## config.mk

```make
export PLATFORM = sky130hd
export DESIGN_NAME = imem_loader
export DESIGN_NICKNAME = d
export VERILOG_FILES = /design/src/rtl/cpu_pkg.sv /design/src/rtl/byte_packer.sv /design/src/rtl/imem_loader.sv
export SDC_FILE = /design/constraint.sdc
export NUM_CORES = 1
export LEC_CHECK = 0
export CAP_MARGIN = 30
export CORE_ASPECT_RATIO = 1.1
export CORE_MARGIN = 4
export CORE_UTILIZATION = 28
export CTS_CLUSTER_DIAMETER = 80
export CTS_CLUSTER_SIZE = 30
export DETAILED_ROUTE_END_ITERATION = 10
export GPL_TIMING_DRIVEN = 0
export PLACE_DENSITY_LB_ADDON = 0.05
export SKIP_LAST_GASP = 1
export SYNTH_ARGS = -nofsm -noshare
export SYNTH_HDL_FRONTEND = slang
export SYNTH_HIERARCHICAL = 1
export SYNTH_SLANG_ARGS = --single-unit
```

## constraint.sdc

```tcl
create_clock -name clock -period 4.8 [get_ports clock]
set_input_delay 0.72 -clock clock [delete_from_list [all_inputs] [get_ports clock]]
set_output_delay 0.72 -clock clock [all_outputs]
set_load 0.02 [all_outputs]
```

## src/rtl/cpu_pkg.sv

```systemverilog
// cpu_pkg: constants and types shared between the instruction-memory loader
// and the processor it feeds.
//   ADDR_W        instruction-memory address width
//   DATA_W        instruction word width (always 4 bytes)
//   DEPTH_DEFAULT number of words the instruction memory holds
//   loader_state_t  boot-loader FSM states
//   be16()        big-endian assembly of a 16-bit length field
package cpu_pkg;

  localparam int ADDR_W        = 9;
  localparam int DATA_W        = 32;
  localparam int DEPTH_DEFAULT = 512;

  typedef enum logic [2:0] {
    LEN_HI,
    LEN_LO,
    DATA,
    DONE,
    ERROR
  } loader_state_t;

  function automatic logic [15:0] be16(input logic [7:0] hi, input logic [7:0] lo);
    return {hi, lo};
  endfunction

endpackage

```

## src/rtl/byte_packer.sv

```systemverilog
// byte_packer: collects four stream bytes, MSB first, into one instruction
// word.
//   clock       system clock
//   rst_n       synchronous active-low reset
//   clear       forces the byte counter back to the start of a word
//   byte_valid  a byte is being accepted this cycle
//   byte_data   the byte being accepted
//   word        assembled word, valid together with word_valid
//   word_valid  the byte accepted this cycle completes a word
module byte_packer
  import cpu_pkg::*;
(
  input  logic              clock,
  input  logic              rst_n,
  input  logic              clear,
  input  logic              byte_valid,
  input  logic [7:0]        byte_data,
  output logic [DATA_W-1:0] word,
  output logic              word_valid
);

  // The three earlier bytes; the fourth comes straight from the input so the
  // completed word is available in the cycle its last byte is accepted.
  logic [DATA_W-9:0] shreg;
  logic [1:0]        cnt;

  assign word       = {shreg, byte_data};
  assign word_valid = byte_valid && (cnt == 2'd3);

  // NOTE: non-blocking assignments in every clocked block, so all registers
  // update from the values that were present before the edge.
  always_ff @(posedge clock) begin
    if (!rst_n) begin
      cnt <= '0;
    end else if (clear) begin
      cnt <= '0;
    end else if (byte_valid) begin
      cnt <= cnt + 2'd1;
    end
  end

  // NOTE: the shift register is pure datapath and is only observed through
  // word_valid, which depends on the reset counter, so it carries no reset.
  always_ff @(posedge clock) begin
    if (byte_valid) begin
      shreg <= word[DATA_W-9:0];
    end
  end

endmodule

```

## src/rtl/imem_loader.sv

```systemverilog
// imem_loader: boot-time program loader in front of the processor's
// instruction-memory write port. Receives a byte stream framed as a 16-bit
// big-endian word count N followed by N big-endian words, writes them to
// addresses 0..N-1, then raises working to release the processor.
//   clock     system clock
//   rst_n     synchronous active-low reset
//   in_valid  stream byte valid
//   in_data   stream byte
//   in_ready  loader can accept a byte
//   reload    one-cycle pulse; restarts a load from DONE or ERROR
//   addr      instruction-memory write address
//   wEn       instruction-memory write enable, one pulse per word
//   wDat      instruction-memory write data
//   working   processor run enable
//   busy      a frame is in progress (after its first byte)
//   err       sticky length error
module imem_loader
  import cpu_pkg::*;
#(
  parameter int DEPTH = DEPTH_DEFAULT
) (
  input  logic              clock,
  input  logic              rst_n,
  input  logic              in_valid,
  input  logic [7:0]        in_data,
  output logic              in_ready,
  input  logic              reload,
  output logic [ADDR_W-1:0] addr,
  output logic              wEn,
  output logic [DATA_W-1:0] wDat,
  output logic              working,
  output logic              busy,
  output logic              err
);

  localparam logic [ADDR_W:0] IDX_ONE = (ADDR_W + 1)'(1);

  loader_state_t     state;
  logic [7:0]        len_hi;
  // One bit wider than the address so a full-depth load does not wrap.
  logic [ADDR_W:0]   word_idx;
  logic [ADDR_W:0]   word_cnt;

  logic              accept;
  logic [15:0]       len;
  logic [DATA_W-1:0] packed_word;
  logic              packed_valid;

  assign accept = in_valid && in_ready;
  assign len    = be16(len_hi, in_data);

  byte_packer u_packer (
    .clock      (clock),
    .rst_n      (rst_n),
    .clear      (state != DATA),
    .byte_valid (accept && (state == DATA)),
    .byte_data  (in_data),
    .word       (packed_word),
    .word_valid (packed_valid)
  );

  always_ff @(posedge clock) begin
    if (!rst_n) begin
      state    <= LEN_HI;
      addr     <= '0;
      wEn      <= 1'b0;
      wDat     <= '0;
      working  <= 1'b0;
      err      <= 1'b0;
      busy     <= 1'b0;
      in_ready <= 1'b0;
      len_hi   <= '0;
      word_idx <= '0;
      word_cnt <= '0;
    end else begin
      // wEn is a single-cycle pulse; only the word-complete branch raises it.
      wEn <= 1'b0;

      unique case (state)
        LEN_HI: begin
          in_ready <= 1'b1;
          if (accept) begin
            len_hi <= in_data;
            busy   <= 1'b1;
            state  <= LEN_LO;
          end
        end

        LEN_LO: begin
          if (accept) begin
            if (len == '0) begin
              state    <= DONE;
              in_ready <= 1'b0;
              busy     <= 1'b0;
            end else if (len > 16'(DEPTH)) begin
              state    <= ERROR;
              in_ready <= 1'b0;
              busy     <= 1'b0;
              err      <= 1'b1;
            end else begin
              word_cnt <= len[ADDR_W:0];
              word_idx <= '0;
              state    <= DATA;
            end
          end
        end

        DATA: begin
          if (packed_valid) begin
            wEn      <= 1'b1;
            wDat     <= packed_word;
            addr     <= word_idx[ADDR_W-1:0];
            word_idx <= word_idx + IDX_ONE;
            if (word_idx == word_cnt - IDX_ONE) begin
              state    <= DONE;
              in_ready <= 1'b0;
              busy     <= 1'b0;
            end
          end
        end

        // working follows one cycle behind entry to DONE, so it never
        // overlaps the final write pulse.
        DONE: begin
          if (reload) begin
            working  <= 1'b0;
            in_ready <= 1'b1;
            state    <= LEN_HI;
          end else begin
            working <= 1'b1;
          end
        end

        ERROR: begin
          if (reload) begin
            err      <= 1'b0;
            in_ready <= 1'b1;
            state    <= LEN_HI;
          end
        end

        default: state <= LEN_HI;
      endcase
    end
  end

endmodule

```

==> results.md, run 1 <==
- Mapped cell area: approximately 4300 um2
- Worst-margin pin slew: 0.7795 ns
- DRC Markers: 0
- Final Max Tran Viols: 0
- Clock tree sinks: about 100
- Worst Skew: around 0.012 ns
- CP Data Required Time: slightly above 5 ns
- Core area: 15000 um2
- First-pass GRT wire length: approximately 18000 um
- Post-CTS sizing: 0
- 1st-iter DRT viols: 190
- Ys async rst share: 0%
- Synth warnings: 6
- Peak supply drop: 0.1889 mV
- Max Used Layer: met4
- Most common cell after layout, fill and taps aside: nand2_1
- DR pass1 iterations: 4
- Outcome: finished, final reports clean
- # diodes: 0
- Critical Path Start Type: input pin
- Final nets: between 500 and 600
- Number of enable flip-flop cells after synthesis: 24
- Crit path kind: in -> reg
- Tmin final: 3.507 ns
- Sw Share: between 20 and 30%
- Syn nets: roughly 500
- Synth Area per Inst: about 9.0 um2
- Vias in the first global route: about 3300
- Pin count of the biggest net entering global routing: 19
- Synth top area cells: dfxtp_1 37%, edfxtp_1 17%, nand2_1 9.0%
- Hold_buf cts: 0
- Post-CTS Setup Inserts: 0
- Final period utilization: around 73%
- Wire per inst: around 15 um
- Die area: roughly 17000 um2
- Gate Count Post-Synth: between 400 and 500
- CP max-delay cell: nor2_2
- Met2 Routed Length: approximately 5000 um
- Post-route ant nets: 0
- Worst EP arrival: between 3 and 4 ns
- Root Driver: clkbuf_16
- Clk slew on worst S/H paths: approximately 0.070 ns
- DP HPWL: 8214 um
- Final core occ: ~36%
- Routability cong.: 0.8121
- Seq/Total Area, Yosys: between 50% and 60%
- Layout cells sized above 1: around 7.1%
- Post-synth top area share: a little under two fifths
- RSZ-0062 raised after global routing: no
- Worst-skew pair later-pin latency: 0.35 ns
- Vias: approximately 3400
- # rows: 47
- Final setup vio count: 0
- PwrDens: 396.7 nW/um2
- NetSw: 0.0006285 W
- CP peak stage delay: 0.65 ns
- Dpl cells: 727
- Most frequent cells in the layout: 103 x nand2_1, 79 x dfxtp_1, 57 x clkdlybuf4s50_1
- Global-route congestion overflow total: 0
- Comb pwr share: about a fifth
- Worst hold path type: reg -> reg
- Die height: 137.6 um
- Drt via density: between 4 and 5
- Critical Path Fanout Max: 14
- Clock tree from TritonCTS: built
- Synth area leader: dfxtp_1
- Initial Util: approximately 29%
- Commonest register cell after synthesis: dfxtp_1
- Met3 Routed Length: 407 um
- Hold Fails Final Rpt: 0
- MaxCap Viol Count: 0
- All-Layer GR Usage: between 10% and 20%
- I/O pin total: slightly below 60
- Clock buffer depth: 2
- #FFs+latches synth: 103
- IO Port Bufs: 57
- Cell Chain, Critical Path: clkdlybuf4s50_1, nand2_1, nor2_2, and2_2, a2bb2oi_1, nor2_1, or3_4, nor3_4, buf_6, nand3_1, o21ai_0
- Area Growth Syn to Fin: 26.53%
- Initial antenna violation count: 0
- Post-Layout Cell Count: 743
- Final Instance Area: approximately 5400 um2
- Met1 wire length: roughly 5300 um
- Setup crit end kind: flip-flop
- Area post-placement: roughly 5100 um2
- Horiz. Die Dim: about 130 um
- Int Pwr: roughly 0.0015 W
- Cts bufs inserted: 9
- Seq pwr share: 45.1%
- Slew HR: between 40% and 50%
- Clock Power Share: between 30% and 40%
- Total Routed Length: 11030 um
- Max Clock Freq: between 200 and 300 MHz
- Distinct cells, synth: slightly above 50
- H-tree level count: 3
- Pleak: roughly 1.9 nW
-- cell families (layout without fill, tap and decap cells) --
group	Yosys count	count (layout)	share of synthesized area, %
buffers and inverters	47	121	5.323
AND/OR/NAND/NOR	200	200	21.44
adder cells (fa/ha/maj)	3	3	0.8775
AO/OA/AOI/OAI	87	87	11.41
flip-flops	103	103	53.82
XOR/XNOR	21	21	4.300
multiplexers	12	12	2.837
-- critical path, delay by kind of cell --
kind	cells	cell delay [ns]
compound gates	2	0.28
buf+inv	2	0.73
simple gates	7	2.05
-- power by group through the flow --
stage | registers (W) | clock network [W] | logic, W
after detailed placement | 0.000989 | 0 | 0.000429
after global routing | 0.000975 | 0.000807 | 0.000474
after CTS | 0.000969 | 0.000776 | 0.000431
after global placement | 0.000990 | 0 | 0.000419
after floorplan | 0.000990 | 0 | 0.000300
final | 0.000969 | 0.000753 | 0.000426
-- cell usage after synthesis (3+ instances only) --
cell,count
nand4_1,5
buf_4,10
nand3_1,15
xor2_1,15
a211oi_1,4
nor2_1,38
mux2i_1,11
dfxtp_1,79
clkbuf_1,25
and3_1,6
o21ai_0,14
a21oi_1,54
xnor2_1,6
nand2_1,103
nor3_1,6
inv_1,7
or4_1,3
ha_1,3
edfxtp_1,24
nor4_1,3
nor2b_1,3
-- stage by stage --
step | setup WS, ns | TNS, ns | hold slack, ns | power, W
after detailed placement | 0.9132 | 0 | 0.4366 | 0.001418
after floorplan | 1.157 | 0 | 0.4262 | 0.001290
final | 1.293 | 0 | 0.4524 | 0.002147
after global placement | -0.3381 | -10.81 | 0.4338 | 0.001409
after global routing | 1.092 | 0 | 0.4688 | 0.002257
after CTS | 1.287 | 0 | 0.4523 | 0.002176
-- registers in the layout, indices dropped and copies added (netlist names) --
| signal | count |
|---|---|
| addr | 9 |
| busy | 1 |
| err | 1 |
| in_ready | 1 |
| len_hi | 8 |
| state | 3 |
| u_packer/cnt | 2 |
| u_packer/shreg | 24 |
| wDat | 32 |
| wEn | 1 |
| word_cnt | 10 |
| word_idx | 10 |
| working | 1 |
-- final cells by class --
cell class / instances / area, um2
Buffer: 39 / 197.7
Clock buffer: 10 / 229.0
Clock inverter: 6 / 72.57
Fill cell: 1545 / 9583
Inverter: 8 / 30.03
Multi-Input combinational cell: 323 / 1750
Sequential cell: 103 / 2302
Tap cell: 196 / 245.2
Timing Repair Buffer: 58 / 585.6
-- routing by layer --
metal	vias to the layer above	track usage, %
li1	1750	-
met1	1556	17.27
met2	59	21.91
met3	14	2.288
met4	0	5.721
met5	-	0
-- worst paths after layout --
path | from | end | slack (ns) | cells past startpoint
worst min register to register | u_packer/shreg[7]$_DFFE_PP_ | u_packer/shreg[15]$_DFFE_PP_ | 0.45 | 0
worst min-delay path | u_packer/shreg[7]$_DFFE_PP_ | u_packer/shreg[15]$_DFFE_PP_ | 0.45 | 0
worst max register to register | state[0]$_SDFFE_PN0P_ | len_hi[7]$_SDFFE_PN0P_ | 1.46 | 12
worst max-delay path | in_valid | len_hi[7]$_SDFFE_PN0P_ | 1.29 | 11
Power figures use the tool's default switching activity.
==> run 2: changes to the inputs <==
Clock period 4.8 ns to 3.4 ns, I/O delays scaled along.
==> run 2 against run 1 <==
Effect of this change:
- largest power group unchanged
- sequential share of layout area did not move
- highest routed layer unchanged
- sequential power rose by 41%
- worst setup slack got worse by 1.1 ns
- global-route usage rose by 0.48 points
- worst hold slack barely moved
- wire length rose by 2.2%
==> results.md, run 2 (same netlist as run 1, synthesis figures left out) <==
- Routability cong.: a little over 0.8
- Worst hold path type: reg -> reg
- Most flops, register: wDat
- Clk slew on worst S/H paths: approximately 0.07 ns
- Final Max Tran Viols: 0
- CP Data Required Time: between 3 and 4 ns
- PwrDens: 554.4 nW/um2
- Fin Setup TNS: 0 ns
- I/O pin total: 58
- Slew HR: between 50 and 60%
- Setup crit end kind: flip-flop
- # diodes: 0
- Final setup vio count: 0
- Clock tree sinks: ~100
- DR pass1 iterations: 4
- Power Total: between 0.003 and 0.004 W
- # rows: between 40 and 50
- Hold depth: 2
- Hold_buf cts: 0
- Hold Fails Final Rpt: 0
- Worst-skew pair later-pin latency: roughly 0.35 ns
- Root Driver: clkbuf_16
- IO Port Bufs: 57
- Crit path kind: in -> reg
- Worst Skew: ~0.01 ns
- Final period utilization: 94.37%
- Core area: between 10000 and 15000 um2
- Max Clock Freq: 311.7 MHz
- 1st-iter DRT viols: 180
- Initial Util: between 20 and 30%
- Vias: around 3400
- Number of flip-flops in the largest register: 32
- Final core occ: between 30% and 40%
- Outcome: finished, final reports clean
- Horiz. Die Dim: 125.9 um
- R2R cell count: 10
- Die area: 17320 um2
- DP HPWL: between 8000 and 9000 um
- Post-CTS Setup Inserts: 0
- Pin count of the biggest net entering global routing: 19
- Final nets: 557
- H-tree level count: 3
- All-Layer GR Usage: between 10% and 20%
- Peak supply drop: ~0.25 mV
- Most common cell after layout, fill and taps aside: nand2_1
- Post-route ant nets: 0
- Post-Layout Cell Count: 743
- Dpl cells: approximately 730
- Die height: approximately 140 um
- Worst EP arrival: between 3 and 4 ns
- Pleak: around 1.9 nW
- MaxCap Viol Count: 0
- Vias in the first global route: around 3500
- Worst hold slack: roughly 0.45 ns
- Area Growth Syn to Fin: 26.53%
- Initial antenna violation count: 0
- Worst-margin pin slew: 0.6774 ns
- Layout cells sized above 1: under 10%
- Clock buffer depth: 2
- Most frequent cells in the layout: 103 x nand2_1, 79 x dfxtp_1, 57 x clkdlybuf4s50_1
- DRC Markers: 0
- Largest regs: wDat (32), u_packer/shreg (24)
- Total Routed Length: about 11000 um
- Global-route congestion overflow total: 0
- RSZ-0062 raised after global routing: no
- Clock tree from TritonCTS: built
- Critical Path Fanout Max: 10
- Tmin final: ~3.2 ns
- Drt via density: roughly 4.6
- Critical Path Start Type: input pin
- Wire per inst: 15.16 um
- Cts bufs inserted: 9
- First-pass GRT wire length: between 15000 and 20000 um
run 2: area by class of cell:
| class | count | area (um2) |
|---|---|---|
| fill | 1597 | 9583 |
| sequential | 103 | 2302 |
| multi-input combinational | 323 | 1755 |
| timing repair buffer | 58 | 585.6 |
| clock buffer | 11 | 252.7 |
| tap | 196 | 245.2 |
| buffer | 39 | 197.7 |
| clock inverter | 5 | 43.79 |
| inverter | 8 | 30.03 |
run 2: final timing paths:
check	start	end	slack (ns)
worst max-delay path	in_data[6]	len_hi[6]$_SDFFE_PN0P_	0.19
worst min-delay path	wDat[24]$_SDFFE_PN0P_	wDat[24]$_SDFFE_PN0P_	0.45
worst max register to register	word_cnt[0]$_SDFFE_PN0P_	in_ready$_SDFFE_PN0P_	0.29
worst min register to register	wDat[24]$_SDFFE_PN0P_	wDat[24]$_SDFFE_PN0P_	0.45
run 2: critical path, cell delays in order:
cell,delay (ns)
clkdlybuf4s50_1,0.62
or4_1,0.64
or4_1,0.48
and3_1,0.21
or3_4,0.36
nor3_4,0.32
buf_6,0.18
nand3_1,0.07
o21ai_0,0.09
run 2: repair_timing:
action / in CTS / in global routing
gates resized for setup: 1 / 0
endpoints found under the hold margin: 0 / 0
endpoints found under the setup margin: 7 / 1
pin swaps: 0 / 1
run 2: metrics by stage:
stage	cell area, um2	setup WS (ns)
after floorplan	4280	0.3594
after global placement	5096	-0.7563
after detailed placement	5111	-0.2918
after CTS	5413	0.1467
after global routing	5413	0.0007652
final	5413	0.1915
run 2: per-layer routing:
layer | GRT usage [%] | share of wire, %
met5 | 0 | 0
met1 | 18.03 | 49
met2 | 22.50 | 46
met4 | 5.959 | 1.8
met3 | 2.404 | 3.4
run 2: power breakdown:
group	total [W]	switching (W)	internal [W]
Sequential	0.00137	0.0000477	0.00132
Combinational	0.000606	0.000366	0.000240
Clock	0.00102	0.000475	0.000549
Total	0.00300	0.000889	0.00211
==> run 3: changes to the inputs <==
Settings changed: MAX_ROUTING_LAYER set to met4.
==> run 3 against run 2 <==
Effect of this change:
- global-route usage grew 0.40 points
- utilization is the same
- worst setup slack is essentially flat
- final area is the same
- sequential power is essentially flat
- count of clock-buffer cells in the layout is the same
- wire length is essentially flat
- sequential share of layout area is the same
- combinational power is essentially flat
- non-clock buffer count is the same
- register-to-register slack is essentially flat
- flip-flop and latch count is the same
- critical path type unchanged
- critical endpoint unchanged
==> results.md, run 3 (same netlist as run 1, synthesis figures left out) <==
- Hold_buf cts: 0
- Critical Path Fanout Max: 10
- Total Routed Length: 11270 um
- Worst EP arrival: around 3.5 ns
- Horiz. Die Dim: approximately 130 um
- Worst-skew pair later-pin latency: about 0.35 ns
- CP max-delay cell: or4_1
- Core area: about 15000 um2
- Pleak: about 1.9 nW
- Comb pwr share: about a fifth
- CP peak stage delay: roughly 0.64 ns
- Hold Fails Final Rpt: 0
- Final period utilization: between 90% and 100%
- Clock Power Share: approximately 34%
- Final nets: 557
- Clk slew on worst S/H paths: approximately 0.080 ns
- Die height: roughly 140 um
- DR pass1 iterations: 4
- DP HPWL: 8254 um
- IO Port Bufs: 57
- Vias in the first global route: 3464
- PwrDens: approximately 550 nW/um2
- # diodes: 0
- Cts bufs inserted: 9
- Max Clock Freq: around 310 MHz
- Outcome: finished, final reports clean
- Largest regs: wDat (32), u_packer/shreg (24)
- Sw Share: between 20% and 30%
- Seq pwr share: between 40% and 50%
- # rows: 47
- Tmin final: roughly 3.2 ns
- Int Pwr: between 0.002 and 0.0025 W
- RR Startpoint: word_cnt[0]$_SDFFE_PN0P_
- Worst hold path type: reg -> reg
- Most flops, register: wDat
- Root Driver: clkbuf_16
- Global-route congestion overflow total: 0
- Final setup vio count: 0
- Crit path buf inv count: 2
- Drt via density: between 4 and 5
- Number of flip-flops in the largest register: 32
- All-Layer GR Usage: about 14%
- Peak supply drop: 0.2519 mV
- Worst Skew: ~0.01 ns
- I/O pin total: 58
- Initial Util: between 20% and 30%
- Most common cell after layout, fill and taps aside: nand2_1
- Power Total: 0.002998 W
- Vias: between 3000 and 4000
- Most frequent cell on the critical path: or4_1
- Clock buffer depth: 2
- RSZ-0062 raised after global routing: no
- CP Data Required Time: between 3 and 4 ns
- Pin count of the biggest net entering global routing: 19
- Post-route ant nets: 0
- WHS Endpoint: u_packer/shreg[10]$_DFFE_PP_
- Critical Path Start Type: input pin
- Post-CTS Setup Inserts: 0
- Final Instance Area: around 5400 um2
- Die area: 17320 um2
- Final Max Tran Viols: 0
- RR Endpoint: in_ready$_SDFFE_PN0P_
- Worst R2R Setup Slack: between 0.2 and 0.3 ns
- Crit path kind: in -> reg
- Layout cells sized above 1: 7.313%
- MaxCap Viol Count: 0
- Routability cong.: between 0.8 and 0.9
- Worst path top cell family by delay: simple AND/OR/NAND/NOR gates
- H-tree level count: 3
- Most frequent cells in the layout: 103 x nand2_1, 79 x dfxtp_1, 57 x clkdlybuf4s50_1
- 1st-iter DRT viols: roughly 170
- DRC Markers: 0
- Cell Chain, Critical Path: clkdlybuf4s50_1, or4_1, or4_1, and3_1, or3_4, nor3_4, buf_6, nand3_1, o21ai_0
- Clock tree sinks: 103
- Worst-margin pin slew: a little under 0.7 ns
- R2R cell count: 10
- Worst hold start: u_packer/shreg[2]$_DFFE_PP_
- Hold depth: 0
- Initial antenna violation count: 0
- First-pass GRT wire length: between 15000 and 20000 um
- NetSw: around 0.00089 W
- Clock tree from TritonCTS: built
- Wire per inst: approximately 15 um
- Area Growth Syn to Fin: 26.53%
- Area post-placement: roughly 5100 um2
- Setup crit end kind: flip-flop
- Slew HR: 54.42%
-- run 3: metrics by stage --
| stage | setup WS, ns | util, % | hold WS [ns] | setup TNS [ns] | std cells |
|---|---|---|---|---|---|
| CTS | 0.1467 | 36.10 | 0.4556 | 0 | 743 |
| global route | 0.0007696 | 36.10 | 0.4706 | 0 | 743 |
| detailed placement | -0.2918 | 34.08 | 0.4373 | -5.431 | 727 |
| floorplan | 0.3594 | - | 0.4262 | 0 | 473 |
| finish | 0.1915 | 36.10 | 0.4511 | 0 | 743 |
| global placement | -0.7563 | 33.98 | 0.4331 | -35.67 | 726 |
-- run 3: cell type report --
| cell class | count | area (um2) |
|---|---|---|
| Multi-Input combinational cell | 323 | 1755 |
| Sequential cell | 103 | 2302 |
| Inverter | 8 | 30.03 |
| Timing Repair Buffer | 58 | 585.6 |
| Clock buffer | 11 | 252.7 |
| Fill cell | 1597 | 9583 |
| Tap cell | 196 | 245.2 |
| Buffer | 39 | 197.7 |
| Clock inverter | 5 | 43.79 |
-- run 3: per-layer routing --
| metal | part of all wire (%) | global-route usage (%) | vias up |
|---|---|---|---|
| met2 | 46 | 22.44 | 64 |
| met3 | 3.0 | 2.249 | 14 |
| met1 | 49 | 18.18 | 1605 |
| met4 | 1.8 | 5.959 | 0 |
| li1 | - | - | 1751 |
| met5 | 0 | - | - |
-- run 3: power groups by stage --
| stage | combinational, W | clock [W] | sequential, W |
|---|---|---|---|
| after CTS | 0.000610 | 0.00107 | 0.00137 |
| after global routing | 0.000676 | 0.00111 | 0.00138 |
| after detailed placement | 0.000603 | 0 | 0.00140 |
| after global placement | 0.000593 | 0 | 0.00140 |
| final | 0.000606 | 0.00102 | 0.00137 |
| after floorplan | 0.000425 | 0 | 0.00140 |
-- run 3: worst max path at each step --
stage	start	endpoint	slack, ns	depth (start not counted)
after CTS	in_data[6]	len_hi[6]$_SDFFE_PN0P_	0.15	9
after detailed placement	in_valid	len_hi[6]$_SDFFE_PN0P_	-0.29	11
after global routing	in_data[6]	len_hi[6]$_SDFFE_PN0P_	0.0008	9
final	in_data[6]	len_hi[6]$_SDFFE_PN0P_	0.19	9
after floorplan	state[0]$_SDFFE_PN0P_	len_hi[6]$_SDFFE_PN0P_	0.36	12
after global placement	in_valid	len_hi[6]$_SDFFE_PN0P_	-0.76	11
-- run 3: repair_timing --
| item | in CTS | in global routing |
|---|---|---|
| pin swaps | 0 | 1 |
| setup endpoints to repair | 7 | 1 |
| resized for setup | 1 | 0 |
